--- config.mk ---
export PLATFORM = sky130hd
export DESIGN_NAME = sync_fifo_flat
export DESIGN_NICKNAME = d
export VERILOG_FILES = /design/src/rtl/sync_fifo_if.sv /design/src/rtl/sync_fifo.sv /design/src/flat_wrapper.sv
export SDC_FILE = /design/constraint.sdc
export NUM_CORES = 1
export LEC_CHECK = 0
export CAP_MARGIN = 20
export CORE_UTILIZATION = 50
export CTS_BUF_LIST = sky130_fd_sc_hd__clkbuf_8
export CTS_CLUSTER_SIZE = 28
export DETAILED_ROUTE_END_ITERATION = 6
export DONT_BUFFER_PORTS = 1
export PLACE_DENSITY = 0.75
export SLEW_MARGIN = 10
export SYNTH_ARGS = -nofsm -noshare
export SYNTH_HDL_FRONTEND = slang
export SYNTH_SLANG_ARGS = --single-unit
--- constraint.sdc ---
create_clock -name i_clk -period 6.5 [get_ports i_clk]
set_input_delay 0.975 -clock i_clk [delete_from_list [all_inputs] [get_ports i_clk]]
set_output_delay 0.975 -clock i_clk [all_outputs]
set_load 0.05 [all_outputs]
--- src/rtl/sync_fifo_if.sv ---
`default_nettype none
// ============================================================================
// Module      : sync_fifo_if
// Description : Handshake and status bundle for sync_fifo. The producer and
//               consumer side (testbench or upstream/downstream stage) uses
//               the master modport. The FIFO itself uses the slave modport.
//
//   Signals (direction as seen from the FIFO / slave side):
//     i_wr_req     in   1         write request
//     i_wr_data    in   DSIZE     write data
//     i_rd_req     in   1         read request (pop / acknowledge in FWFT)
//     o_rd_data    out  DSIZE     read data
//     o_rd_valid   out  1         o_rd_data holds a valid word
//     o_empty      out  1         occupancy == 0
//     o_full       out  1         occupancy == 2^ASIZE
//     o_afull      out  1         occupancy >= AFULL_TH
//     o_aempty     out  1         occupancy <= AEMPTY_TH
//     o_count      out  ASIZE+1   occupancy, 0..2^ASIZE
//     o_overflow   out  1         one-cycle pulse: write rejected
//     o_underflow  out  1         one-cycle pulse: read rejected
//
// Revision    : 1.0 - initial release
// ============================================================================
interface sync_fifo_if #(
    parameter int DSIZE = 32,
    parameter int ASIZE = 4
);
    logic             i_wr_req;
    logic [DSIZE-1:0] i_wr_data;
    logic             i_rd_req;
    logic [DSIZE-1:0] o_rd_data;
    logic             o_rd_valid;
    logic             o_empty;
    logic             o_full;
    logic             o_afull;
    logic             o_aempty;
    logic [ASIZE:0]   o_count;
    logic             o_overflow;
    logic             o_underflow;

    // Producer / consumer side
    modport master (
        output i_wr_req,
        output i_wr_data,
        output i_rd_req,
        input  o_rd_data,
        input  o_rd_valid,
        input  o_empty,
        input  o_full,
        input  o_afull,
        input  o_aempty,
        input  o_count,
        input  o_overflow,
        input  o_underflow
    );

    // FIFO side
    modport slave (
        input  i_wr_req,
        input  i_wr_data,
        input  i_rd_req,
        output o_rd_data,
        output o_rd_valid,
        output o_empty,
        output o_full,
        output o_afull,
        output o_aempty,
        output o_count,
        output o_overflow,
        output o_underflow
    );
endinterface
`default_nettype wire

--- src/rtl/sync_fifo.sv ---
`default_nettype none
// ============================================================================
// Module      : sync_fifo
// Description : Single-clock parametrised FIFO with read handshake, full /
//               almost-full / empty / almost-empty flags, an occupancy count,
//               and registered overflow/underflow error pulses.
//
//   Parameters:
//     DSIZE      data word width in bits (>= 1)
//     ASIZE      address width, depth = 2^ASIZE words (>= 1)
//     AFULL_TH   o_afull when occupancy >= AFULL_TH (1..2^ASIZE)
//     AEMPTY_TH  o_aempty when occupancy <= AEMPTY_TH (0..2^ASIZE-1)
//
//   Ports:
//     i_clk      in   clock, all logic on rising edge
//     i_rst      in   synchronous active-high reset
//     bus        sync_fifo_if.slave (write/read handshake, data, status)
//
//   Build option:
//     SYNC_FIFO_FWFT_EN  when defined, first-word-fall-through read mode:
//                        o_rd_data shows the head word combinationally,
//                        o_rd_valid = !o_empty, i_rd_req acknowledges it.
//                        When undefined, standard mode with 1-cycle read
//                        latency and a registered o_rd_data.
//
// Revision    : 1.0 - initial release
// ============================================================================
module sync_fifo #(
    parameter int DSIZE     = 32,
    parameter int ASIZE     = 4,
    parameter int AFULL_TH  = (1 << ASIZE) - 2,
    parameter int AEMPTY_TH = 2
) (
    input  logic       i_clk,
    input  logic       i_rst,
    sync_fifo_if.slave bus
);

    // ------------------------------------------------------------------------
    // Constants, all sized to the count width so comparisons are width-exact
    // ------------------------------------------------------------------------
    localparam int             c_depth     = 1 << ASIZE;
    localparam logic [ASIZE:0] c_one       = (ASIZE+1)'(1);
    localparam logic [ASIZE:0] c_full_cnt  = (ASIZE+1)'(c_depth);
    localparam logic [ASIZE:0] c_afull_th  = (ASIZE+1)'(AFULL_TH);
    localparam logic [ASIZE:0] c_aempty_th = (ASIZE+1)'(AEMPTY_TH);

    // ------------------------------------------------------------------------
    // State
    // ------------------------------------------------------------------------
    logic [DSIZE-1:0] r_mem [0:c_depth-1];

    // Pointers carry one extra MSB so they wrap modulo 2^(ASIZE+1); only the
    // low ASIZE bits address the RAM.
    logic [ASIZE:0]   r_wr_ptr;
    logic [ASIZE:0]   r_rd_ptr;

    logic [ASIZE:0]   r_count;
    logic             r_empty;
    logic             r_full;
    logic             r_afull;
    logic             r_aempty;
    logic             r_overflow;
    logic             r_underflow;

    // ------------------------------------------------------------------------
    // Accept decisions. They look only at the registered flags, so a full
    // FIFO rejects a write even when a read is popping in the same cycle, and
    // an empty FIFO rejects a read even when a write lands in the same cycle.
    // ------------------------------------------------------------------------
    logic             w_wr_accept;
    logic             w_rd_accept;
    logic [ASIZE-1:0] w_wr_addr;
    logic [ASIZE-1:0] w_rd_addr;
    logic [ASIZE:0]   w_count_nxt;

    assign w_wr_accept = bus.i_wr_req && !r_full;
    assign w_rd_accept = bus.i_rd_req && !r_empty;
    assign w_wr_addr   = r_wr_ptr[ASIZE-1:0];
    assign w_rd_addr   = r_rd_ptr[ASIZE-1:0];

    always_comb begin
        w_count_nxt = r_count;
        case ({w_wr_accept, w_rd_accept})
            2'b10:   w_count_nxt = r_count + c_one;
            2'b01:   w_count_nxt = r_count - c_one;
            default: w_count_nxt = r_count;
        endcase
    end

    // ------------------------------------------------------------------------
    // Storage. Contents are never cleared; reset only moves the pointers,
    // which is enough to discard everything. Writes are blocked during reset
    // so reset keeps priority over a concurrent request.
    // ------------------------------------------------------------------------
    always_ff @(posedge i_clk) begin
        if (!i_rst && w_wr_accept) begin
            r_mem[w_wr_addr] <= bus.i_wr_data;
        end
    end

    // ------------------------------------------------------------------------
    // Pointers, occupancy and flags. Every flag is derived from the same next
    // count value, so count and flags are mutually consistent every cycle.
    // ------------------------------------------------------------------------
    always_ff @(posedge i_clk) begin
        if (i_rst) begin
            r_wr_ptr    <= '0;
            r_rd_ptr    <= '0;
            r_count     <= '0;
            r_empty     <= 1'b1;
            r_full      <= 1'b0;
            r_afull     <= 1'b0;
            r_aempty    <= 1'b1;
            r_overflow  <= 1'b0;
            r_underflow <= 1'b0;
        end else begin
            if (w_wr_accept) begin
                r_wr_ptr <= r_wr_ptr + c_one;
            end
            if (w_rd_accept) begin
                r_rd_ptr <= r_rd_ptr + c_one;
            end
            r_count     <= w_count_nxt;
            r_empty     <= (w_count_nxt == '0);
            r_full      <= (w_count_nxt == c_full_cnt);
            r_afull     <= (w_count_nxt >= c_afull_th);
            r_aempty    <= (w_count_nxt <= c_aempty_th);
            r_overflow  <= bus.i_wr_req && r_full;
            r_underflow <= bus.i_rd_req && r_empty;
        end
    end

    // ------------------------------------------------------------------------
    // Read port
    // ------------------------------------------------------------------------
`ifdef SYNC_FIFO_FWFT_EN
    // Head word is presented straight from the RAM. A word written at an
    // edge is therefore visible right after that edge; the value shown while
    // empty is meaningless and qualified off by o_rd_valid.
    assign bus.o_rd_data  = r_mem[w_rd_addr];
    assign bus.o_rd_valid = !r_empty;
`else
    logic [DSIZE-1:0] r_rd_data;
    logic             r_rd_valid;

    // One-cycle read latency: the head word is captured on the accepting
    // edge and held until the next accepted read. A rejected read leaves the
    // data untouched and drops valid.
    always_ff @(posedge i_clk) begin
        if (i_rst) begin
            r_rd_data  <= '0;
            r_rd_valid <= 1'b0;
        end else begin
            r_rd_valid <= w_rd_accept;
            if (w_rd_accept) begin
                r_rd_data <= r_mem[w_rd_addr];
            end
        end
    end

    assign bus.o_rd_data  = r_rd_data;
    assign bus.o_rd_valid = r_rd_valid;
`endif

    // ------------------------------------------------------------------------
    // Status outputs
    // ------------------------------------------------------------------------
    assign bus.o_count     = r_count;
    assign bus.o_empty     = r_empty;
    assign bus.o_full      = r_full;
    assign bus.o_afull     = r_afull;
    assign bus.o_aempty    = r_aempty;
    assign bus.o_overflow  = r_overflow;
    assign bus.o_underflow = r_underflow;

endmodule
`default_nettype wire

--- src/flat_wrapper.sv ---
// flat-port wrapper written by rule: the top's interface ports become plain ports
module sync_fifo_flat 
#(
    parameter int DSIZE     = 32,
    parameter int ASIZE     = 4,
    parameter int AFULL_TH  = (1 << ASIZE) - 2,
    parameter int AEMPTY_TH = 2
)
  (i_clk, i_rst, bus_i_wr_req, bus_i_wr_data, bus_i_rd_req, bus_o_rd_data, bus_o_rd_valid, bus_o_empty, bus_o_full, bus_o_afull, bus_o_aempty, bus_o_count, bus_o_overflow, bus_o_underflow);
  sync_fifo_if #(.DSIZE(DSIZE), .ASIZE(ASIZE)) bus_i ();
  input  logic i_clk;
  input  logic i_rst;
  input wire logic [$bits(bus_i.i_wr_req)-1:0] bus_i_wr_req;
  input wire logic [$bits(bus_i.i_wr_data)-1:0] bus_i_wr_data;
  input wire logic [$bits(bus_i.i_rd_req)-1:0] bus_i_rd_req;
  output wire logic [$bits(bus_i.o_rd_data)-1:0] bus_o_rd_data;
  output wire logic [$bits(bus_i.o_rd_valid)-1:0] bus_o_rd_valid;
  output wire logic [$bits(bus_i.o_empty)-1:0] bus_o_empty;
  output wire logic [$bits(bus_i.o_full)-1:0] bus_o_full;
  output wire logic [$bits(bus_i.o_afull)-1:0] bus_o_afull;
  output wire logic [$bits(bus_i.o_aempty)-1:0] bus_o_aempty;
  output wire logic [$bits(bus_i.o_count)-1:0] bus_o_count;
  output wire logic [$bits(bus_i.o_overflow)-1:0] bus_o_overflow;
  output wire logic [$bits(bus_i.o_underflow)-1:0] bus_o_underflow;
  assign bus_i.i_wr_req = bus_i_wr_req;
  assign bus_i.i_wr_data = bus_i_wr_data;
  assign bus_i.i_rd_req = bus_i_rd_req;
  assign bus_o_rd_data = bus_i.o_rd_data;
  assign bus_o_rd_valid = bus_i.o_rd_valid;
  assign bus_o_empty = bus_i.o_empty;
  assign bus_o_full = bus_i.o_full;
  assign bus_o_afull = bus_i.o_afull;
  assign bus_o_aempty = bus_i.o_aempty;
  assign bus_o_count = bus_i.o_count;
  assign bus_o_overflow = bus_i.o_overflow;
  assign bus_o_underflow = bus_i.o_underflow;
  sync_fifo #(.DSIZE(DSIZE), .ASIZE(ASIZE), .AFULL_TH(AFULL_TH), .AEMPTY_TH(AEMPTY_TH)) u_core (.i_clk(i_clk), .i_rst(i_rst), .bus(bus_i));
endmodule
==> flow_summary.toml <==
[status]
status = "complete, no violations"

[route]
top_layer_used = "met4"
drc = 0
wire_per_inst_um = 25.1
drt_pass1_iterations = 7
wirelength_mm = 40.2
drt-initial-drc-count = 848
vias = 9512
route.met3.wl_mm = 2.53
viasPerCell = 5.94
drtAntennaViolNets = 0
met2_length_mm = 19.4
wl_met1_mm = 17.5

[job]
drv_cap = 0

[cts]
clock_tree.root_cell = "clkbuf_8"
cts.sinks = 564
h-tree-depth = 3
cts_hold_buf = 0
cts_tree = "yes"
clock_latency_ns = 0.64
clockBufferDepth = 3
cts_resized = 0
post_cts_buffers = 0
cts_buffers = 87
clk_pin_slew_ns = 0.06

[grt]
first_global_vias = 9839
grt-ovfl-total = 0
grt_first_pass_wirelength_mm = 60.8
grt_antenna_before_repair = 0
grt_use_total_pct = 19.0
grt_max_degree = 69

[sta]
final_hold_viol_count = 0
rsz0062_at_grt = "false"
finalSetupViolations = 0
tightest_slew_ns = 1.07
fmax_mhz = 307
fin_crit_sh_pct = 50.1
finalSetupTns_ns = 0
period_needed_ns = 3.26
hold_slack_ns = 0.405
drv_slew = 0
finalClockSkew_ns = 0.0236
slew-limit-headroom_pct = 28.6

[synth]
synth_cell_types = 47
syn_area_um2 = 21300
synthCells = 930
yosysSeqAreaShare_pct = 76.9
synth_area_per_cell_um2 = 23.0
yosysWarnings = 0
synth_fp_nets = 973
ys_ff_latch = 564

[power_and_ir_drop]
powerDensity_nw_per_um2 = 336
ir_drop_v = 0.000210
p_leak_nw = 7.38

[floorplanning]
initial_utilization_pct = 50.8
die_area_um2 = 43500
ios = 80
die_h_um = 209
die_x_um = 209
core_um2 = 42000
num_rows = 75

[placement]
numPortBuffers = 0
place_hpwl_mm = 21.4
gp_congestion = 0.743

[layout]
syn_to_final_growth_pct = 11.8
mostFrequentLayoutCells = "edfxtp_1 (512), mux4_2 (160), clkbuf_8 (98), dfxtp_1 (48), a22o_1 (32)"
final_common_cell = "edfxtp_1"
nets = 1033
drive_above_1_share_pct = 31.3
antenna_cells = 0

[worst_setup_path]
path_class = "flop to flop"
worstPathArrival_ns = 3.76
crit_buf_inv = 1
slowest_delay_ns = 0.65
cp-start-kind = "flop"
slowest_stage = "nor2b_1"
setup.worst_path.end_class = "flop"
cp_max_fo = 8
required_ns = 7.01
crit_family = "simple AND/OR/NAND/NOR gates"
path_cells = "nor2b_1 > inv_4 > nand2_1 > xnor2_1 > ha_1 > nor3b_1 > a31oi_1 > a221oi_1 > mux2_2 > a41oi_1 > o31ai_1"

[worst_hold_path]
hold_path.class = "input port to flop"
cell usage after synthesis (all sizes together):
master     n  area share [%]
inv        7            0.13
o21bai     1           0.035
dfxtp     52             4.9
nor3       7            0.16
buf       29            0.98
nand2     15            0.26
a221oi     2            0.11
and3b      1           0.041
o21ai      2           0.047
nor4b      1           0.041
or4        1           0.053
nand2b     5            0.18
nor3b      1           0.035
nor4       4            0.15
mux2i      1           0.047
nor2      31            0.55
xnor2      6            0.25
o31ai      1           0.035
a31oi      1           0.029
a21oi      9            0.21
clkbuf    22            0.39
a311oi     1           0.041
or3        1           0.029
a22o      32             1.3
edfxtp   512              72
a211oi     1           0.059
o2111ai    1           0.041
mux4     160              17
o22ai      1           0.029
xor2       5            0.21
mux2       1           0.053
ha         7            0.41
nand4bb    1           0.053
and4       1           0.041
and3       1           0.029
a41oi      1           0.041
a21o       1           0.035
nor2b      2           0.059
nand4      2           0.059
flip-flops by register name, indices dropped and copies added, names as in the netlist, 4 cells and up:
| signal | flops |
|---|---|
| u_core.r_wr_ptr | 4 |
| u_core.r_rd_ptr | 4 |
| u_core.bus.o_rd_data | 32 |
| u_core.bus.o_count | 5 |
| u_core.r_mem | 512 |
worst reg2reg max path, delay by kind of cell (launching register included):
| family | cells | cell delay (ns) |
|---|---|---|
| xor gates and xnor gates | 1 | 0.13 |
| muxes | 1 | 0.43 |
| adders and majority gates | 1 | 0.25 |
| DFF | 1 | 0.50 |
| AOI/OAI and AO/OA | 4 | 0.71 |
| buffers and inverters | 1 | 0.11 |
| and+or+nand+nor | 3 | 1.01 |
cells by family (layout without fill, tap and decap cells):
kind of cell | after synthesis | after routing | share of synthesized area, %
muxes | 162 | 162 | 17.0
AOI/OAI and AO/OA | 54 | 54 | 2.03
buffers and inverters | 58 | 191 | 1.50
and+or+nand+nor | 74 | 74 | 1.74
xor gates and xnor gates | 11 | 11 | 0.451
DFF | 564 | 564 | 76.9
adders and majority gates | 7 | 7 | 0.410
final cells by class:
type	count	area [um2]
flip-flops and latches	564	16400
inverters	7	28.8
clock buffers	98	1350
well taps	539	674
multi-input cells	308	4740
repair buffers	22	325
clock inverters	64	325
fillers	3001	18200
through the flow:
step                instances  worst slack [ns]  util [%]  cell area (um2)  total power [mW]
finish                   1602              3.24      56.8            23900              8.02
global route             1602              3.04      56.8            23900              8.31
CTS                      1595              3.24      56.4            23700              8.09
detailed placement       1433              2.86      52.4            22000              5.33
global placement         1430              2.94      52.3            22000              5.32
floorplan                 930              2.26         -            21300              5.16
routing by layer:
layer / track usage (%) / vias up
li1: - / 4067
met1: 26.5 / 5085
met2: 29.8 / 296
met3: 5.00 / 64
met4: 5.50 / 0
met5: 0 / -
report_power, final:
part | switching (mW) | internal [mW] | total [mW]
Sequential | 0.308 | 4.05 | 4.36
Combinational | 0.398 | 0.479 | 0.877
Clock | 1.34 | 1.44 | 2.78
path summary, 6_finish.rpt:
path	start	to	slack (ns)	cells after the start
setup reg to reg	u_core.bus.o_full	u_core.bus.o_afull	3.24	11
hold reg to reg	u_core.r_wr_ptr[1]	u_core.r_wr_ptr[1]	0.52	2
setup / recovery	u_core.bus.o_full	u_core.bus.o_afull	3.24	11
hold / removal	i_rst	u_core.r_rd_ptr[1]	0.41	1
Power figures use the tool's default switching activity.
